### src/rtl/divider_pkg.sv
// Shared definitions for the 32-bit iterative divider.
// Contents: datapath width, CALC step count, func_i operation codes,
// FSM state enum and a two's-complement magnitude helper.
package divider_pkg;

  localparam int XLEN       = 32;
  localparam int CALC_STEPS = 32;
  localparam int STEP_W     = 5;

  // {funct7, funct3} encodings of the RISC-V M-extension divide ops
  localparam logic [9:0] FUNC_DIV  = 10'b0000001_100;
  localparam logic [9:0] FUNC_DIVU = 10'b0000001_101;
  localparam logic [9:0] FUNC_REM  = 10'b0000001_110;
  localparam logic [9:0] FUNC_REMU = 10'b0000001_111;

  typedef enum logic [1:0] {
    ST_IDLE = 2'd0,
    ST_PREP = 2'd1,
    ST_CALC = 2'd2,
    ST_DONE = 2'd3
  } state_e;

  // Magnitude of a signed 32-bit value; 0x80000000 maps to itself,
  // which is the correct unsigned magnitude.
  function automatic logic [XLEN-1:0] abs32(input logic [XLEN-1:0] v);
    return v[XLEN-1] ? (~v + 32'd1) : v;
  endfunction

endpackage

### src/rtl/divider_if.sv
// Request/response bundle of the divider.
// Handshake: a request is accepted on the rising edge where
// valid_i && ready_o && !flush_i; A_i/B_i/func_i are only meaningful in that
// cycle. ready_o is high only while the divider is idle. valid_o is a one-cycle
// pulse marking a new result on out; there is no back-pressure on the result.
// flush_i kills the in-flight operation.
// Modports: slave = divider side, master = requester side.
interface divider_if;
  import divider_pkg::*;

  logic            valid_i;
  logic            ready_o;
  logic [XLEN-1:0] A_i;
  logic [XLEN-1:0] B_i;
  logic [9:0]      func_i;
  logic            flush_i;
  logic            valid_o;
  logic [XLEN-1:0] out;

  modport slave (
    input  valid_i, A_i, B_i, func_i, flush_i,
    output ready_o, valid_o, out
  );

  modport master (
    output valid_i, A_i, B_i, func_i, flush_i,
    input  ready_o, valid_o, out
  );

endinterface

### src/rtl/divider_div_step.sv
// div_step: one radix-2 restoring division step (purely combinational).
// Ports:
//   rem_i  partial remainder      quo_i  dividend/quotient shift register
//   div_i  divisor magnitude      rem_o/quo_o  values after this step
// The next dividend bit is shifted out of the top of quo_i while the new
// quotient bit enters at the bottom.
module div_step
  import divider_pkg::*;
(
  input  logic [XLEN-1:0] rem_i,
  input  logic [XLEN-1:0] quo_i,
  input  logic [XLEN-1:0] div_i,
  output logic [XLEN-1:0] rem_o,
  output logic [XLEN-1:0] quo_o
);

  logic [XLEN:0] shifted;
  logic [XLEN:0] diff;
  logic          borrow;

  always_comb begin
    shifted = {rem_i, quo_i[XLEN-1]};
    diff    = shifted - {1'b0, div_i};
    // rem_i < div_i keeps shifted below 2*div_i, so bit XLEN of diff is a
    // clean borrow flag and the kept remainder always fits in XLEN bits.
    borrow  = diff[XLEN];
    rem_o   = borrow ? shifted[XLEN-1:0] : diff[XLEN-1:0];
    quo_o   = {quo_i[XLEN-2:0], ~borrow};
  end

endmodule

### src/rtl/divider.sv
// divider: iterative 32-bit DIV/DIVU/REM/REMU unit.
// Ports:
//   clk_i    clock, rising edge
//   rst_n_i  asynchronous active-low reset
//   bus      divider_if.slave: valid_i/ready_o request, A_i/B_i/func_i
//            operands, flush_i kill, valid_o/out result
//   state_o  current FSM state (debug)
// Flow: IDLE -accept-> PREP (magnitudes, sign, special cases) -> CALC (32
// restoring steps) -> DONE (one-cycle result pulse) -> IDLE. Special cases
// (divide by zero, signed overflow, unknown func) skip CALC.
module divider
  import divider_pkg::*;
(
  input  logic       clk_i,
  input  logic       rst_n_i,
  divider_if.slave   bus,
  output state_e     state_o
);

  state_e             state_q, state_d;
  logic [XLEN-1:0]    a_q, a_d;
  logic [XLEN-1:0]    b_q, b_d;
  logic [9:0]         func_q, func_d;
  logic [XLEN-1:0]    rem_q, rem_d;
  logic [XLEN-1:0]    quo_q, quo_d;
  logic [XLEN-1:0]    dvs_q, dvs_d;
  logic [STEP_W-1:0]  step_q, step_d;
  logic               neg_q, neg_d;
  logic               sel_rem_q, sel_rem_d;
  logic [XLEN-1:0]    out_q, out_d;

  logic [XLEN-1:0]    step_rem, step_quo;
  logic [XLEN-1:0]    raw_res, result;
  logic               accept, done_fire;
  logic               is_div, is_divu, is_rem, is_remu, is_signed, known;
  logic               div0, ovf;

  div_step u_step (
    .rem_i (rem_q),
    .quo_i (quo_q),
    .div_i (dvs_q),
    .rem_o (step_rem),
    .quo_o (step_quo)
  );

  assign accept    = bus.valid_i && (state_q == ST_IDLE) && !bus.flush_i;
  // A flush in DONE suppresses the pulse and leaves out at its old value.
  assign done_fire = (state_q == ST_DONE) && !bus.flush_i;

  assign raw_res = sel_rem_q ? rem_q : quo_q;
  assign result  = neg_q ? (~raw_res + 32'd1) : raw_res;

  assign bus.ready_o = (state_q == ST_IDLE);
  assign bus.valid_o = done_fire;
  assign bus.out     = done_fire ? result : out_q;
  assign state_o     = state_q;

  // Operation decode and special-case detection on the captured request
  always_comb begin
    is_div    = (func_q == FUNC_DIV);
    is_divu   = (func_q == FUNC_DIVU);
    is_rem    = (func_q == FUNC_REM);
    is_remu   = (func_q == FUNC_REMU);
    is_signed = is_div || is_rem;
    known     = is_div || is_divu || is_rem || is_remu;
    div0      = (b_q == '0);
    ovf       = is_signed && (a_q == 32'h8000_0000) && (b_q == 32'hFFFF_FFFF);
  end

  always_comb begin
    state_d   = state_q;
    a_d       = a_q;
    b_d       = b_q;
    func_d    = func_q;
    rem_d     = rem_q;
    quo_d     = quo_q;
    dvs_d     = dvs_q;
    step_d    = step_q;
    neg_d     = neg_q;
    sel_rem_d = sel_rem_q;
    out_d     = out_q;

    unique case (state_q)
      ST_IDLE: begin
        if (accept) begin
          a_d     = bus.A_i;
          b_d     = bus.B_i;
          func_d  = bus.func_i;
          state_d = ST_PREP;
        end
      end

      ST_PREP: begin
        sel_rem_d = is_rem || is_remu;
        step_d    = '0;
        rem_d     = '0;
        quo_d     = is_signed ? abs32(a_q) : a_q;
        dvs_d     = is_signed ? abs32(b_q) : b_q;
        // Quotient sign is the XOR of operand signs; remainder follows the
        // dividend.
        neg_d     = is_signed && (is_rem ? a_q[XLEN-1] : (a_q[XLEN-1] ^ b_q[XLEN-1]));
        state_d   = ST_CALC;
        // Special results are parked in rem/quo with neg cleared so DONE
        // presents them through the normal result path.
        if (!known) begin
          sel_rem_d = 1'b0;
          neg_d     = 1'b0;
          quo_d     = '0;
          state_d   = ST_DONE;
        end else if (div0) begin
          neg_d     = 1'b0;
          rem_d     = a_q;
          quo_d     = '1;
          state_d   = ST_DONE;
        end else if (ovf) begin
          neg_d     = 1'b0;
          rem_d     = '0;
          quo_d     = 32'h8000_0000;
          state_d   = ST_DONE;
        end
      end

      ST_CALC: begin
        rem_d  = step_rem;
        quo_d  = step_quo;
        step_d = step_q + 5'd1;
        if (step_q == STEP_W'(CALC_STEPS - 1)) begin
          state_d = ST_DONE;
        end
      end

      ST_DONE: begin
        state_d = ST_IDLE;
        if (done_fire) begin
          out_d = result;
        end
      end

      default: state_d = ST_IDLE;
    endcase

    // Pipeline kill: abandon any in-flight operation.
    if (bus.flush_i && (state_q != ST_IDLE)) begin
      state_d = ST_IDLE;
    end
  end

  always_ff @(posedge clk_i or negedge rst_n_i) begin
    if (!rst_n_i) begin
      state_q   <= ST_IDLE;
      a_q       <= '0;
      b_q       <= '0;
      func_q    <= '0;
      rem_q     <= '0;
      quo_q     <= '0;
      dvs_q     <= '0;
      step_q    <= '0;
      neg_q     <= 1'b0;
      sel_rem_q <= 1'b0;
      out_q     <= '0;
    end else begin
      state_q   <= state_d;
      a_q       <= a_d;
      b_q       <= b_d;
      func_q    <= func_d;
      rem_q     <= rem_d;
      quo_q     <= quo_d;
      dvs_q     <= dvs_d;
      step_q    <= step_d;
      neg_q     <= neg_d;
      sel_rem_q <= sel_rem_d;
      out_q     <= out_d;
    end
  end

endmodule

### src/flat_wrapper.sv
// flat-port wrapper written by rule: the top's interface ports become plain ports
module divider_flat import divider_pkg::*;
  (clk_i, rst_n_i, state_o, bus_valid_i, bus_A_i, bus_B_i, bus_func_i, bus_flush_i, bus_ready_o, bus_valid_o, bus_out);
  divider_if bus_i ();
  input  logic clk_i;
  input  logic rst_n_i;
  output state_e state_o;
  input wire logic [$bits(bus_i.valid_i)-1:0] bus_valid_i;
  input wire logic [$bits(bus_i.A_i)-1:0] bus_A_i;
  input wire logic [$bits(bus_i.B_i)-1:0] bus_B_i;
  input wire logic [$bits(bus_i.func_i)-1:0] bus_func_i;
  input wire logic [$bits(bus_i.flush_i)-1:0] bus_flush_i;
  output wire logic [$bits(bus_i.ready_o)-1:0] bus_ready_o;
  output wire logic [$bits(bus_i.valid_o)-1:0] bus_valid_o;
  output wire logic [$bits(bus_i.out)-1:0] bus_out;
  assign bus_i.valid_i = bus_valid_i;
  assign bus_i.A_i = bus_A_i;
  assign bus_i.B_i = bus_B_i;
  assign bus_i.func_i = bus_func_i;
  assign bus_i.flush_i = bus_flush_i;
  assign bus_ready_o = bus_i.ready_o;
  assign bus_valid_o = bus_i.valid_o;
  assign bus_out = bus_i.out;
  divider u_core (.clk_i(clk_i), .rst_n_i(rst_n_i), .bus(bus_i), .state_o(state_o));
endmodule
### config.mk
export PLATFORM = sky130hd
export DESIGN_NAME = divider_flat
export DESIGN_NICKNAME = d
export VERILOG_FILES = /design/src/rtl/divider_pkg.sv /design/src/rtl/divider_if.sv /design/src/rtl/divider_div_step.sv /design/src/rtl/divider.sv /design/src/flat_wrapper.sv
export SDC_FILE = /design/constraint.sdc
export NUM_CORES = 1
export LEC_CHECK = 0
export CORE_ASPECT_RATIO = 1.2
export CORE_MARGIN = 5
export CORE_UTILIZATION = 55
export CTS_CLUSTER_SIZE = 24
export DETAILED_ROUTE_END_ITERATION = 12
export GPL_ROUTABILITY_DRIVEN = 0
export MAX_ROUTING_LAYER = met4
export PLACE_DENSITY = 0.76
export SLEW_MARGIN = 5
export SYNTH_ARGS = -nofsm -noshare
export SYNTH_HDL_FRONTEND = slang
export SYNTH_SLANG_ARGS = --single-unit
export TNS_END_PERCENT = 30
### constraint.sdc
create_clock -name clk_i -period 4.6 [get_ports clk_i]
set_input_delay 1.15 -clock clk_i [delete_from_list [all_inputs] [get_ports clk_i]]
set_output_delay 1.15 -clock clk_i [all_outputs]
set_load 0.02 [all_outputs]
; ---- Word level (Yosys, flattened, before mapping)
; Index checks and enable logic that the tools add are counted.
[totals]
register_bits = 211
in_bits = 78
out_inout_bits = 36
wordCells = 80
[op_classes]
add_sub_neg = 5
eq_ne = 12
mux = 28
bitwise = 5
n_reduce_logical = 19
[ops]
columns = cell, count
row1 = two-way mux 32 bit, 13
row2 = one-hot mux 32 bit (2 select lines), 2
row3 = adder 32 x 1 -> 32 bit (second input constant), 3
row4 = NOT 32 bit, 3
row5 = == test 32 bit (second input constant), 2
row6 = == test 10 x 4 -> 1 bit (second input constant), 4
row7 = subtractor 33 x 32 -> 33 bit, 1
row8 = zero test 32 bit, 1
row9 = two-way mux 2 bit, 5
row10 = one-hot mux 5 bit (2 select lines), 1
row11 = one-hot mux 2 bit (4 select lines), 1
row12 = logical AND 1 bit, 7
row13 = two-way mux 1 bit, 6
row14 = != test 3 x 1 -> 1 bit (second input constant), 2
row15 = adder 5 x 1 -> 5 bit (second input constant), 1
row16 = == test 5 bit (second input constant), 1
row17 = logical OR 1 bit, 5
row18 = == test 2 bit (second input constant), 2
row19 = AND reduction 2 bit, 2
row20 = nonzero test 2 bit, 2
row21 = == test 2 x 1 -> 1 bit (second input constant), 1
row22 = zero test 2 bit, 1
row23 = zero test 1 bit, 1
row24 = NOT 1 bit, 1
row25 = XOR 1 bit, 1

; ---- Logic depth before layout (Yosys ltp)
[depth]
depth_word = 9
mapped_depth = 14
depth_no_buf = 12

; ---- By module
; A second synthesis with hierarchy kept.
[hier_totals]
hier_cells = 1516
area_unflattened_um2 = 14037.2
[by_module_without_submodules]
columns = module, instances, cells_each, area_per_inst_um2, seq_area_each_um2
row1 = divider, 1, 1176, 11487.3, 5280.1
row2 = div_step, 1, 340, 2549.9, 0.0

; ---- Worst setup path after synthesis
; OpenSTA, ideal clock, no wires.
[synth_timing]
path_kind = flip-flop to output port
startpoint = register u_core.sel_rem_q
endpoint = output bus_out[28]
arrival_ns = 3.522
t_required_ns = 3.450
path_slack_ns = -0.072
stages_incl_launch_ff = 14
path_buffers = 4
cell_sequence = dfrtp_1 -> buf_6 -> clkbuf_1 -> buf_1 -> buf_2 -> mux2i_1 -> ha_1 -> nand2_1 -> nor2_1 -> nand2_1 -> or2_1 -> o31ai_1 -> xnor2_1 -> o21ai_0
[synth_between]
elab_chain_cells = 5
[synth_rtl]
columns = element, line
row1 = start: declaration, divider.sv:29  ; logic sel_rem_q, sel_rem_d;
row2 = start signal: assignment, divider.sv:171  ; sel_rem_q <= sel_rem_d;
row3 = two-way mux 32 bit *, divider.sv:50  ; assign raw_res = sel_rem_q ? rem_q : quo_q;
row4 = NOT 32 bit, divider.sv:51  ; assign result = neg_q ? (~raw_res + 32'd1) : raw_res;
row5 = adder 32 x 1 -> 32 bit, divider.sv:51
row6 = two-way mux 32 bit *, divider.sv:51
row7 = two-way mux 32 bit *, n/a
row8 = end: declaration, flat_wrapper.sv:15  ; output wire logic [$bits(bus_i.out)-1:0] bus_out;
; Every way passes the cells marked *; elsewhere a longest branch is shown, timed or not.

; ---- Worst setup path in the final report
[layout_timing]
startpoint = register u_core.sel_rem_q
endpoint = output bus_out[30]
; The elaborated chain is that of the path after synthesis.

==> reports/metrics.csv <==
metric;value;unit
outcome;complete, no violations;
number of buffers added by the clock tree synthesis step;24;
cell-by-cell trace of the critical path;buf_2, or3_1, o31ai_1, or4b_4, nor2_2, nand2_1, or2_1, o31ai_1, xnor2_1, o21ai_0, clkdlybuf4s15_2;
clock root cell;clkbuf_16;
average wire per standard cell;17.5;µm
final setup violation count;0;
total power;11.7;mW
largest net degree at the start of global routing;80;
H-tree depth;1;
r2r setup slk;910;ps
largest fanout on the critical path;7;
Max transition margin;38.0;%
fin crit period;4560;ps
vias in the first global route;11014;
FFs w/ async S/R, synth;100;%
max_cap viols;0;
top cell type's share of synthesized area;39.2;%
part of the Yosys area used for sequential elements;39.2;%
clock slew seen by the registers of the worst setup and hold paths;60;ps
worst setup skew after layout;13.4;ps
CP max-delay cell;or4b_4;
number of port buffers;113;
period utilization;99.2;%
DRC;0;
final-layout fill cell count;2023;
TritonCTS clock tree;built;
category of cells accounting for the largest share of critical-path delay;simple AND/OR/NAND/NOR gates;
layout cells sized above 1;13.8;%
core utilization of the finished layout;66.0;%
antenna violations before repair;0;
VDD IR-drop max;0.000478;V
RSZ-0062 raised after global routing;true;
Synth Area per Inst;9.09;µm²
starting utilization of the core area;56.0;%
vertical die dimension;181;µm
Max Transition Viols Final;0;
Bufs and invs on worst path;2;
placeable core area;0.0240;mm²
dominant cell type by count on the critical path;o31ai_1;
Synth-to-Final Area Change;17.8;%
first-pass GRT wire length;55700;µm
floorplan row count;62;
Vias per Instance;5.89;
worst min-delay path class;reg -> reg;
cell taking the most area after synthesis;dfrtp_1;
transition time of the tightest slew-check pin;931;ps
Gate Count Post-Synth;1481;
count of antenna diodes in the layout;0;
count of warnings emitted by yosys;0;
peak clock frequency supported by timing;219;MHz
Post-Place Worst Slack;30.5;ps
Worst setup SP type;register;
number of synthesized flops with an enable pin;0;
number of top-level pins;114;
setup tns final;0;ps
most instantiated flip-flop cell in the synthesis netlist;dfrtp_1;
total standard cell area after synthesis;0.0135;mm²
synthesized net count;1603;
aggregate global-route resource usage;24.5;%
number of hold-slack violations in the final timing report;0;
count of unique library cells instantiated by Yosys;76;
half-perimeter wire length after placement;25000;µm
clock sinks;211;
residual antenna-violating net count after detailed routing;0;
WS Path Type;reg -> out;
Critical Path Sink Type;primary output;
slack of the critical path;37.6;ps
die area;0.0277;mm²
Longest Clk Path Bufs;3;
remaining global-route overflow;0;
number of search-and-repair iterations in the first detailed-routing pass;5;
signal arrival time at the worst endpoint;3410;ps
Detailed Route Iter0 Violations;758;
Routed Wire Length;33600;µm
dominant cells by area after synthesis;dfrtp_1 (39%), mux2_2 (8.4%), a21oi_1 (5.9%);
endpoint required time on the critical path;3450;ps
horizontal extent of the die;153;µm
Worst path max stage delay;520;ps
number of register bits inferred by synthesis;211;
cell area power density;738;mW/mm²
Vias;11296;
clock latency on the worst-skew pair;520;ps
number of nets in the layout;1704;
Leak;6.87;nW
-- cell families (layout without fill, tap and decap cells) --
| family | count (synthesis) | count (layout) | share of synthesized area [%] |
|---|---|---|---|
| AOI/OAI and AO/OA | 432 | 432 | 18.9 |
| and+or+nand+nor | 396 | 396 | 14.7 |
| DFF | 211 | 211 | 39.2 |
| buffers and inverters | 145 | 262 | 4.36 |
| muxes | 141 | 141 | 11.4 |
| xor gates and xnor gates | 112 | 112 | 7.29 |
| adders and majority gates | 44 | 44 | 4.15 |
-- per-stage QoR --
stage                     hold slack (ps)  cells  cell area [µm²]
final                                 469   1918            15900
after global routing                  490   1918            15900
after CTS                             474   1918            15900
after detailed placement              460   1873            15000
after global placement                451   1873            15000
after floorplan                       439   1481            13500
-- worst paths after layout --
path / from / endpoint / cells past startpoint
worst max-delay path: u_core.sel_rem_q / bus_out[30] / 11
worst min-delay path: u_core.out_q[7] / u_core.out_q[7] / 2
worst max register to register: u_core.quo_q[31] / u_core.rem_q[4] / 13
worst min register to register: u_core.out_q[7] / u_core.out_q[7] / 2
max in group asynchronous: rst_n_i / u_core.out_q[2] / 2
min in group asynchronous: rst_n_i / u_core.b_q[27] / 1
-- cells in the mapped netlist (11+ instances only) --
cell type	count
or3_1	11
nand4_1	16
nand3_1	19
ha_1	43
xor2_1	46
o21ai_0	124
a31oi_1	30
o31ai_1	24
dfrtp_1	211
clkbuf_1	65
xnor2_1	66
a21o_1	16
nor2b_1	16
a21oi_1	159
nand2b_1	15
mux2i_1	41
nand2_1	98
mux2_2	100
a22oi_1	26
nor3_1	20
inv_1	64
nor2_1	138
-- where the power goes --
group          switching (mW)  internal [mW]  leakage (nW)
registers                1.03           2.75          2.60
logic                    3.33           2.64          3.87
clock network           0.749           1.19         0.400
total                    5.11           6.59          6.87
-- layout by cell type, fill, tap and decap left out, drive strengths merged, types with 16 or more instances in the layout --
cell             n
a22oi           26
nand4           16
xor2            46
mux2           100
ha              43
nand2          100
nand3           19
o31ai           24
mux2i           41
a21o            16
dfrtp          211
clkdlybuf4s50   91
inv             64
a21oi          159
clkbuf          39
o21ai          128
nor3            21
buf             45
a31oi           30
nor2b           16
xnor2           66
nor2           140
-- metal layers --
metal | vias up | share of wire, % | GRT usage, %
met5 | - | 0 | -
met4 | 0 | 3.2 | 7.56
met3 | 64 | 6.7 | 2.90
met2 | 365 | 47 | 39.6
met1 | 5344 | 43 | 32.6
li1 | 5523 | - | -
-- registers in the layout, indices dropped and copies added (netlist names) --
register,cells
u_core.neg_q,1
u_core.rem_q,32
u_core.b_q,32
u_core.state_o,2
u_core.func_q,10
u_core.dvs_q,32
u_core.a_q,32
u_core.quo_q,32
u_core.step_q,5
u_core.out_q,32
u_core.sel_rem_q,1
-- worst min-delay path, stage by stage (launching register included) --
cell	delay, ps
dfrtp_1	320
nand2_1	50
o21ai_0	60
-- final cells by class --
class                      instances  area (µm²)  area share, %
clock inverter                     7        87.6          0.552
multi-input combinational       1125        7650           48.3
tap                              320         400           2.52
inverter                          64         240           1.51
timing repair buffer             156        1470           9.29
clock buffer                      35         723           4.56
sequential                       211        5280           33.3
-- what timing repair did --
action | 4_1_cts | 5_1_grt
pin swaps | 0 | 3
hold endpoints to repair | 0 | 0
endpoints found under the setup margin | 21 | 13
buffers inserted | 3 | 0
resized for setup | 35 | 17
hold buffers | 0 | 0
Note: power is estimated with default switching activity, not from simulation.
